### src/rtl/timer_irq_ctrl.sv
// timer_irq_ctrl: consumer side of the timer interrupt line.
// Owns mtimecmp, qualifies timer_interrupt with enables and a post-write guard,
// and runs the trap request/acknowledge handshake into the core pipeline.
// Optional build macro: TIMER_IRQ_COUNT_EN adds a 16-bit accepted-trap counter
// that is read at status[31:16] and cleared by a status write.
module timer_irq_ctrl #(
  parameter logic [31:0] TRAP_VECTOR  = 32'h0000_0100,
  parameter logic [31:0] MTIMECMP_RST = 32'hFFFF_FFFF
) (
  input  logic        clk,
  input  logic        reset,
  input  logic        timer_interrupt,
  input  logic        csr_we,
  input  logic [1:0]  csr_addr,
  input  logic [31:0] csr_wdata,
  output logic [31:0] csr_rdata,
  output logic [31:0] mtimecmp,
  input  logic [31:0] pc_in,
  output logic        trap_req,
  input  logic        trap_ack,
  output logic [31:0] trap_vector,
  output logic [31:0] mepc,
  input  logic        mret,
  output logic        in_handler
);

  typedef enum logic [1:0] {
    IDLE    = 2'd0,
    REQ     = 2'd1,
    HANDLER = 2'd2
  } state_t;

  state_t      state, state_nxt;
  logic [1:0]  ctrl;    // bit0 MTIE, bit1 GIE
  logic [1:0]  guard;   // masks the stale level while the timer's compare catches up
  logic [15:0] trap_cnt;
  logic        pend;
  logic        we_cmp, we_ctrl, we_mepc;
  logic        accept;

  assign we_cmp  = csr_we && (csr_addr == 2'd0);
  assign we_ctrl = csr_we && (csr_addr == 2'd1);
  assign we_mepc = csr_we && (csr_addr == 2'd2);

  assign pend        = timer_interrupt && (guard == 2'd0);
  assign accept      = (state == REQ) && trap_ack;
  assign trap_req    = (state == REQ);
  assign in_handler  = (state == HANDLER);
  assign trap_vector = TRAP_VECTOR;

  // Trap handshake state register.
  always_ff @(posedge clk or posedge reset) begin
    if (reset) state <= IDLE;
    else       state <= state_nxt;
  end

  // Next-state: a request, once raised, is committed until the pipeline acks it.
  always_comb begin
    state_nxt = state;
    case (state)
      IDLE:    if (pend && ctrl[0] && ctrl[1]) state_nxt = REQ;
      REQ:     if (trap_ack)                   state_nxt = HANDLER;
      HANDLER: if (mret)                       state_nxt = IDLE;
      default:                                 state_nxt = IDLE;
    endcase
  end

  // CSR registers; a trap capture takes priority over a software mepc write.
  always_ff @(posedge clk or posedge reset) begin
    if (reset) begin
      mtimecmp <= MTIMECMP_RST;
      ctrl     <= 2'b00;
      mepc     <= 32'h0;
    end else begin
      if (we_cmp)  mtimecmp <= csr_wdata;
      if (we_ctrl) ctrl     <= csr_wdata[1:0];
      if (accept)       mepc <= pc_in;
      else if (we_mepc) mepc <= csr_wdata;
    end
  end

  // Guard reloads on every mtimecmp write and counts down to zero.
  always_ff @(posedge clk or posedge reset) begin
    if (reset)              guard <= 2'd0;
    else if (we_cmp)        guard <= 2'd2;
    else if (guard != 2'd0) guard <= guard - 2'd1;
  end

`ifdef TIMER_IRQ_COUNT_EN
  logic we_status;
  assign we_status = csr_we && (csr_addr == 2'd3);

  // Accepted-trap counter; wraps naturally, status write clears it.
  always_ff @(posedge clk or posedge reset) begin
    if (reset)          trap_cnt <= 16'h0;
    else if (we_status) trap_cnt <= 16'h0;
    else if (accept)    trap_cnt <= trap_cnt + 16'h1;
  end
`else
  assign trap_cnt = 16'h0;
`endif

  // Combinational CSR read mux.
  always_comb begin
    csr_rdata = 32'h0;
    case (csr_addr)
      2'd0: csr_rdata = mtimecmp;
      2'd1: csr_rdata = {30'h0, ctrl};
      2'd2: csr_rdata = mepc;
      2'd3: csr_rdata = {trap_cnt, 12'h0, in_handler, state, pend};
      default: csr_rdata = 32'h0;
    endcase
  end

endmodule

### config.mk
export PLATFORM = sky130hd
export DESIGN_NAME = timer_irq_ctrl
export DESIGN_NICKNAME = d
export VERILOG_FILES = /design/src/rtl/timer_irq_ctrl.sv
export SDC_FILE = /design/constraint.sdc
export NUM_CORES = 1
export LEC_CHECK = 0
export CAP_MARGIN = 30
export CORE_MARGIN = 4
export CORE_UTILIZATION = 40
export DETAILED_ROUTE_END_ITERATION = 8
export PLACE_DENSITY_LB_ADDON = 0.12
export SYNTH_ARGS = -nofsm -noshare
export SYNTH_HDL_FRONTEND = slang
export SYNTH_SLANG_ARGS = --single-unit
### constraint.sdc
create_clock -name clk -period 2.8 [get_ports clk]
set_clock_uncertainty 0.15 [all_clocks]
set_input_delay 0.56 -clock clk [delete_from_list [all_inputs] [get_ports clk]]
set_output_delay 0.56 -clock clk [all_outputs]
set_load 0.01 [all_outputs]
After elaboration in Yosys (flattened, before gate mapping)
Index checks and enable logic that the tools add are counted.
{"block": "word_totals", "regBits": 70, "input_bits": 72, "out_inout_bits": 130, "elab_cells": 37}
{"block": "op_classes", "add_sub_neg": 1, "n_eq_ne": 8, "muxes": 9, "reduce_logical": 14}
{"op": "32-bit case mux with 4 select lines", "count": 1}
{"op": "32-bit 2-to-1 mux", "count": 2}
{"op": "2-bit 2-to-1 mux", "count": 5}
{"op": "1-bit logical AND", "count": 7}
{"op": "2-bit equality test (second input constant)", "count": 3}
{"op": "2-bit zero test", "count": 3}
{"op": "2-bit case mux with 3 select lines", "count": 1}
{"op": "2-bit nonzero test", "count": 3}
{"op": "2-bit by 1-bit equality test with 1-bit output (second input constant)", "count": 2}
{"op": "2-bit inequality test (second input constant)", "count": 2}
{"op": "3-bit AND reduction", "count": 1}
{"op": "2-bit by 1-bit inequality test with 1-bit output (second input constant)", "count": 1}
{"op": "2-bit by 1-bit subtractor with 2-bit output (second input constant)", "count": 1}

Logic depth before layout (Yosys ltp)
Gate-level depths: netlist of run 1.
{"block": "depth", "word_depth": 6, "ltp_mapped": 6, "ltp_nobuf": 5}

Least setup slack after synthesis of run 1
OpenSTA, ideal clock, no wires.
{"block": "synth_path", "path_type": "input-to-output", "start": "input csr_addr[0]", "end": "output csr_rdata[3]", "arrival_ps": 1296, "required_ps": 2090, "setup_slack_ps": 794, "cell_stages": 3, "path_cell_list": "buf_4 -> mux2_2 -> a22o_1"}
{"block": "synth_via", "elab_chain_cells": 2}
{"element": "from (decl)", "line": "14", "text": "input logic [1:0] csr_addr,"}
{"element": "2-bit equality test, or another cell as far along", "line": "106", "text": "case (csr_addr)"}
{"element": "32-bit case mux with 4 select lines *", "line": "106"}
{"element": "to (decl)", "line": "16", "text": "output logic [31:0] csr_rdata,"}
Every way passes the cells marked *; elsewhere a longest branch is shown, timed or not.

Final worst setup path of run 1
{"block": "layout_path", "start": "register guard[0]", "end": "output csr_rdata[0]"}
{"block": "layout_via", "elab_chain_cells": 3}
{"element": "from (decl)", "line": "35", "text": "logic [1:0] guard;"}
{"element": "from (signal assigned)", "line": "86", "text": "else if (guard != 2'd0) guard <= guard - 2'd1;"}
{"element": "2-bit zero test", "line": "45", "text": "assign pend = timer_interrupt && (guard == 2'd0);"}
{"element": "1-bit logical AND", "line": "45"}
{"element": "32-bit case mux with 4 select lines", "line": "106"}
No other way between the ends.

==> impl_metrics.tcl, run 1 <==
set metrics [dict create \
    outcome "finished, final reports clean" \
    grt_pass1_vias 3297 \
    synth_edf_count 0 \
    htreeDepth 3 \
    crit_required_ns 2.09 \
    synthCells 344 \
    die_y_um 105 \
    worst_slack_ns 0.195 \
    drt_iter0_markers 57 \
    hold_path.class "flip-flop to flip-flop" \
    min_period_over_period 0.930 \
    swShare 0.309 \
    drc 0 \
    yosysSeqAreaShare 0.477 \
    routed_wl_mm 10.7 \
    syn-cell-area_um2 3760 \
    hold_violations 0 \
    fp.dieArea_um2 11000 \
    grt_max_degree 71 \
    via_per_inst 5.01 \
    fp.dieW_um 105 \
    clkTransAtPathRegs_ns 0.07 \
    area_delta_synth_final_pct 51.0 \
    clock-sinks 70 \
    wl_per_cell_um 17.1 \
    nNetsFinal 584 \
    crit_chain "inv_1 -> ha_1 -> and2_1 -> mux4_2 -> dlygate4sd2_1" \
    track_usage 0.192 \
    cp-start-kind "flip-flop" \
    slowest_stage "mux4_2" \
    dp.cells 611 \
    path_class "flip-flop to output port" \
    rows 35 \
    synth_cell_types 27 \
    synth_top_cell_by_area "dfrtp_1" \
    place.gp.congestion 0.806 \
    antenna_found_initial 0 \
    io_pins 202 \
    post_cts_buffers 0 \
    crit_fanout 4 \
    cts_root_buffer "clkbuf_8" \
    final_core_util 0.617 \
    cts_resized 1 \
    vias 3141 \
    fin_crit_ns 2.60 \
    ys_warn_count 0 \
    n_antenna_cell 0 \
    clockBufferDepth 2 \
    cp.arrival_ns 1.89 \
    ys_ff_latch 70 \
    core_area_um2 9200 \
    fill_cells 780 \
    setup_violations 0 \
    drv_cap 0 \
    synth_most_common_cell "dfrtp_1" \
    hold_buffers 0 \
    overflow 0 \
    ir_worst_vdd_uv 363 \
    synth_area_leaders "dfrtp_1, dfstp_2, mux2_2" \
    hpwl_mm 7.77 \
    cts_tree "built" \
    drt-pass1-iter-count 4 \
    ys_dominant_reg_cell "dfrtp_1" \
    synth_top_area_share 0.253 \
    p_int_mw 2.98 \
    fmaxAchievable_ghz 0.384 \
    clock_latency_ns 0.33 \
    slew_violations 0 \
    p_switching_mw 1.33 \
    seq_power_share 0.381 \
    drtAntennaViolNets 0 \
    fin_setup_tns_ns 0 \
    cts_buffers 9 \
    layout-drive-gt1-share 0.202 \
    start_util 0.408 \
    dpl_worst_slack_ns 0.0164 \
    combPwrFrac 0.409 \
    async_flop_share 1.00 \
    clkPwrFrac 0.210 \
    cp-end-kind "output port" \
    portBuffers 169 \
    grt_pass1_wl_mm 17.0 \
    layout.cells.non_filler 627 \
    max_stage_delay_ns 0.44 \
    power_density_nw_per_um2 761 \
    power.leakage_nw 2.46 \
    synth.avg_cell_area_um2 10.9 \
    rsz0062_at_grt "false" \
    synth_common_cells "dfrtp_1, mux2_2, buf_4, nand2_1" \
]
==> final timing paths <==
| path | from | cells past startpoint | slack, ns | to |
|---|---|---|---|---|
| worst max register to register | state[1]$_DFFE_PP0P_ | 4 | 1.43 | mepc[24]$_DFFE_PP0P_ |
| worst max-delay path | guard[0]$_DFFE_PP0P_ | 5 | 0.20 | csr_rdata[0] |
| max in group asynchronous | reset | 3 | 1.67 | mtimecmp[2]$_DFFE_PP1P_ |
| worst min-delay path | state[1]$_DFFE_PP0P_ | 1 | 0.33 | state[0]$_DFFE_PP0P_ |
| worst min register to register | state[1]$_DFFE_PP0P_ | 1 | 0.33 | state[0]$_DFFE_PP0P_ |
| min in group asynchronous | reset | 3 | 0.46 | mepc[5]$_DFFE_PP0P_ |
==> critical path: cells and delay by family (launching register included) <==
family | cells | cell delay (ns)
AND/OR/NAND/NOR | 1 | 0.17
adder cells (fa/ha/maj) | 1 | 0.24
flip-flops | 1 | 0.36
multiplexers | 1 | 0.44
buffers and inverters | 2 | 0.34
==> routing by layer <==
layer	up-vias	share of wire	GRT usage
met5	-	0	0
met1	1514	0.43	0.248
li1	1475	-	-
met4	0	0.011	0.0478
met3	8	0.084	0.0618
met2	144	0.47	0.313
==> power groups by stage <==
stage	Clock, mW	Combinational (mW)	Sequential, mW
finish	0.906	1.77	1.65
CTS	0.933	1.79	1.66
detailed placement	0	1.79	1.67
global route	0.988	1.91	1.71
global placement	0	1.76	1.66
floorplan	0	0.692	1.75
==> cell usage in the layout, fill, tap and decap left out, types with 10 or more instances in the layout <==
cell type	n
clkdlybuf4s50_1	166
clkbuf_8	10
dfstp_2	32
mux2_2	35
nor2_1	31
a21oi_1	32
dfrtp_1	38
nand2_1	33
mux2i_1	29
a2bb2oi_1	32
conb_1	32
buf_4	11
==> state kept, by name, indices dropped and copies added, names as in the netlist <==
register	flops
mtimecmp	32
state	2
ctrl	2
mepc	32
guard	2
==> through the flow <==
step / hold WS (ns) / power, mW / instance area, um^2
final: 0.332 / 4.32 / 5670
after global routing: 0.377 / 4.60 / 5670
after CTS: 0.335 / 4.38 / 5670
after detailed placement: 0.323 / 3.45 / 5450
after global placement: 0.316 / 3.41 / 5450
after floorplan: 0.293 / 2.44 / 3870
==> cell type report <==
class	instances	area, um^2	area share
Tap cell	111	139	0.0245
Clock inverter	6	85.1	0.0150
Sequential cell	70	1790	0.316
Inverter	4	15.0	0.00265
Multi-Input combinational cell	243	1680	0.296
Timing Repair Buffer	183	1820	0.321
Clock buffer	10	138	0.0243
==> kinds of logic after synthesis <==
logic type | after synthesis | share of synthesized area
flops | 70 | 0.477
xor+xnor | 1 | 0.00233
compound gates | 67 | 0.124
simple gates | 74 | 0.0859
other cells | 2 | 0.00200
buf+inv | 61 | 0.105
fa+ha+maj | 1 | 0.00333
mux | 68 | 0.200
(Power assumes the default switching activity.)
==> inputs of run 2 (changes only) <==
--- a/config.mk
+++ b/config.mk
@@ -7,8 +7,10 @@
 export LEC_CHECK = 0
 export CAP_MARGIN = 30
 export CORE_MARGIN = 4
-export CORE_UTILIZATION = 40
+export CORE_UTILIZATION = 41
+export CTS_BUF_LIST = sky130_fd_sc_hd__clkbuf_4
 export DETAILED_ROUTE_END_ITERATION = 8
+export MAX_ROUTING_LAYER = met4
 export PLACE_DENSITY_LB_ADDON = 0.12
 export SYNTH_ARGS = -nofsm -noshare
 export SYNTH_HDL_FRONTEND = slang
==> impl_metrics.tcl, run 2 (synthesis gave the netlist of run 1 again) <==
set metrics [dict create \
    io_pins 202 \
    die_y_um 104 \
    area_delta_synth_final_pct 49.5 \
    crit_chain "clkdlybuf4s15_1 -> mux2_2 -> a22o_1 -> clkdlybuf4s50_1" \
    cts_tree "built" \
    grt_pass1_wl_mm 17.7 \
    drt_iter0_markers 102 \
    clock_latency_ns 0.40 \
    drt-pass1-iter-count 4 \
    outcome "finished, final reports clean" \
    crit_fanout 6 \
    rows 34 \
    track_usage 0.211 \
    place.gp.congestion 0.815 \
    fmaxAchievable_ghz 0.370 \
    power.leakage_nw 2.45 \
    cp_num_buf_inv 2 \
    cp_top_family "buffers and inverters" \
    max_stage_delay_ns 0.47 \
    via_per_inst 5.12 \
    nNetsFinal 587 \
    fin_hold_ws_ns 0.353 \
    htreeDepth 3 \
    cp-end-kind "output port" \
    clock-sinks 70 \
    stdcell_area_um2 5610 \
    place_area_um2 5480 \
    final_cell_mix "clkdlybuf4s50_1, dfrtp_1, mux2_2" \
    hold_path.class "flip-flop to flip-flop" \
    routed_wl_mm 11.2 \
    power_density_nw_per_um2 730 \
    min_period_over_period 0.965 \
    hold_buffers 0 \
    core_area_um2 8810 \
    drtAntennaViolNets 0 \
    path_class "input pin to output port" \
    layout_commonest_cell "clkdlybuf4s50_1" \
    slew_violations 0 \
    n_antenna_cell 0 \
    fin_setup_tns_ns 0 \
    cts_root_buffer "clkbuf_4" \
    portBuffers 169 \
    crit_required_ns 2.09 \
    drv_cap 0 \
    antenna_found_initial 0 \
    fp.dieArea_um2 10800 \
    fp.dieW_um 104 \
    reg_top3 "mepc x32, mtimecmp x32" \
    fin_crit_ns 2.70 \
    clkTransAtPathRegs_ns 0.11 \
    vias 3208 \
    cp.arrival_ns 1.99 \
    layout-drive-gt1-share 0.204 \
    ir_worst_vdd_uv 387 \
    hpwl_mm 8.04 \
    post_cts_buffers 0 \
    cp-start-kind "input pin" \
    cts_buffers 9 \
    grt_pass1_vias 3426 \
    wl_per_cell_um 17.8 \
    start_util 0.427 \
    rsz0062_at_grt "false" \
    slowest_stage "clkdlybuf4s50_1" \
    drc 0 \
    grt_max_degree 71 \
    setup_violations 0 \
    clockBufferDepth 2 \
    hold_violations 0 \
    overflow 0 \
]
## run 2: worst paths after layout
check / from / to / slack [ns] / depth (start not counted)
max reg2reg: guard[0]$_DFFE_PP0P_ / state[0]$_DFFE_PP0P_ / 1.36 / 6
min reg2reg: state[1]$_DFFE_PP0P_ / state[0]$_DFFE_PP0P_ / 0.35 / 1
max: csr_addr[0] / csr_rdata[3] / 0.1 / 4
min in group asynchronous: reset / mepc[5]$_DFFE_PP0P_ / 0.39 / 3
min: state[1]$_DFFE_PP0P_ / state[0]$_DFFE_PP0P_ / 0.35 / 1
max in group asynchronous: reset / mtimecmp[28]$_DFFE_PP1P_ / 1.76 / 3
## run 2: power breakdown
| part | switching, mW | leakage, nW | internal [mW] |
|---|---|---|---|
| logic | 0.738 | 1.57 | 1.08 |
| clock network | 0.353 | 0.0804 | 0.287 |
| registers | 0.248 | 0.801 | 1.39 |
| total | 1.34 | 2.45 | 2.76 |
## run 2: timing repair
item                                   4_1_cts  5_1_grt
endpoints found under the hold margin        0        0
gates cloned                                 0        0
setup endpoints to repair                   15        1
resized for setup                            4        1
## run 2: final cells by class
cell class	instances	area [um^2]
clock buffer	11	82.6
timing repair buffer	186	1860
clock inverter	5	50.0
multi-input combinational	243	1680
tap	108	135
sequential	70	1790
inverter	4	15.0
fill	742	3190
## run 2: stage by stage
step           total power, mW  worst slack (ns)  std cells  utilization
5_1_grt                   4.35            0.0238        627        0.638
2_1_floorplan             2.44             0.375        374            -
3_5_place_dp              3.49            -0.245        611        0.622
3_3_place_gp              3.45            -0.241        611        0.622
6_report                  4.10            0.0969        627        0.638
4_1_cts                   4.14            0.0546        627        0.637
## run 2: worst register-to-register path: cells and delay by family, from the launching register on
family | cells | cell delay [ns]
buf+inv | 2 | 0.21
flops | 1 | 0.41
simple gates | 2 | 0.18
fa+ha+maj | 1 | 0.18
mux | 1 | 0.27
## run 2: routing by layer
| layer | wire [um] | global-route usage | up-vias |
|---|---|---|---|
| met2 | 5330 | 0.344 | 143 |
| met5 | 0 | - | - |
| met1 | 4740 | 0.250 | 1575 |
| met4 | 168 | 0.0627 | 0 |
| met3 | 951 | 0.0690 | 14 |
| li1 | - | - | 1476 |
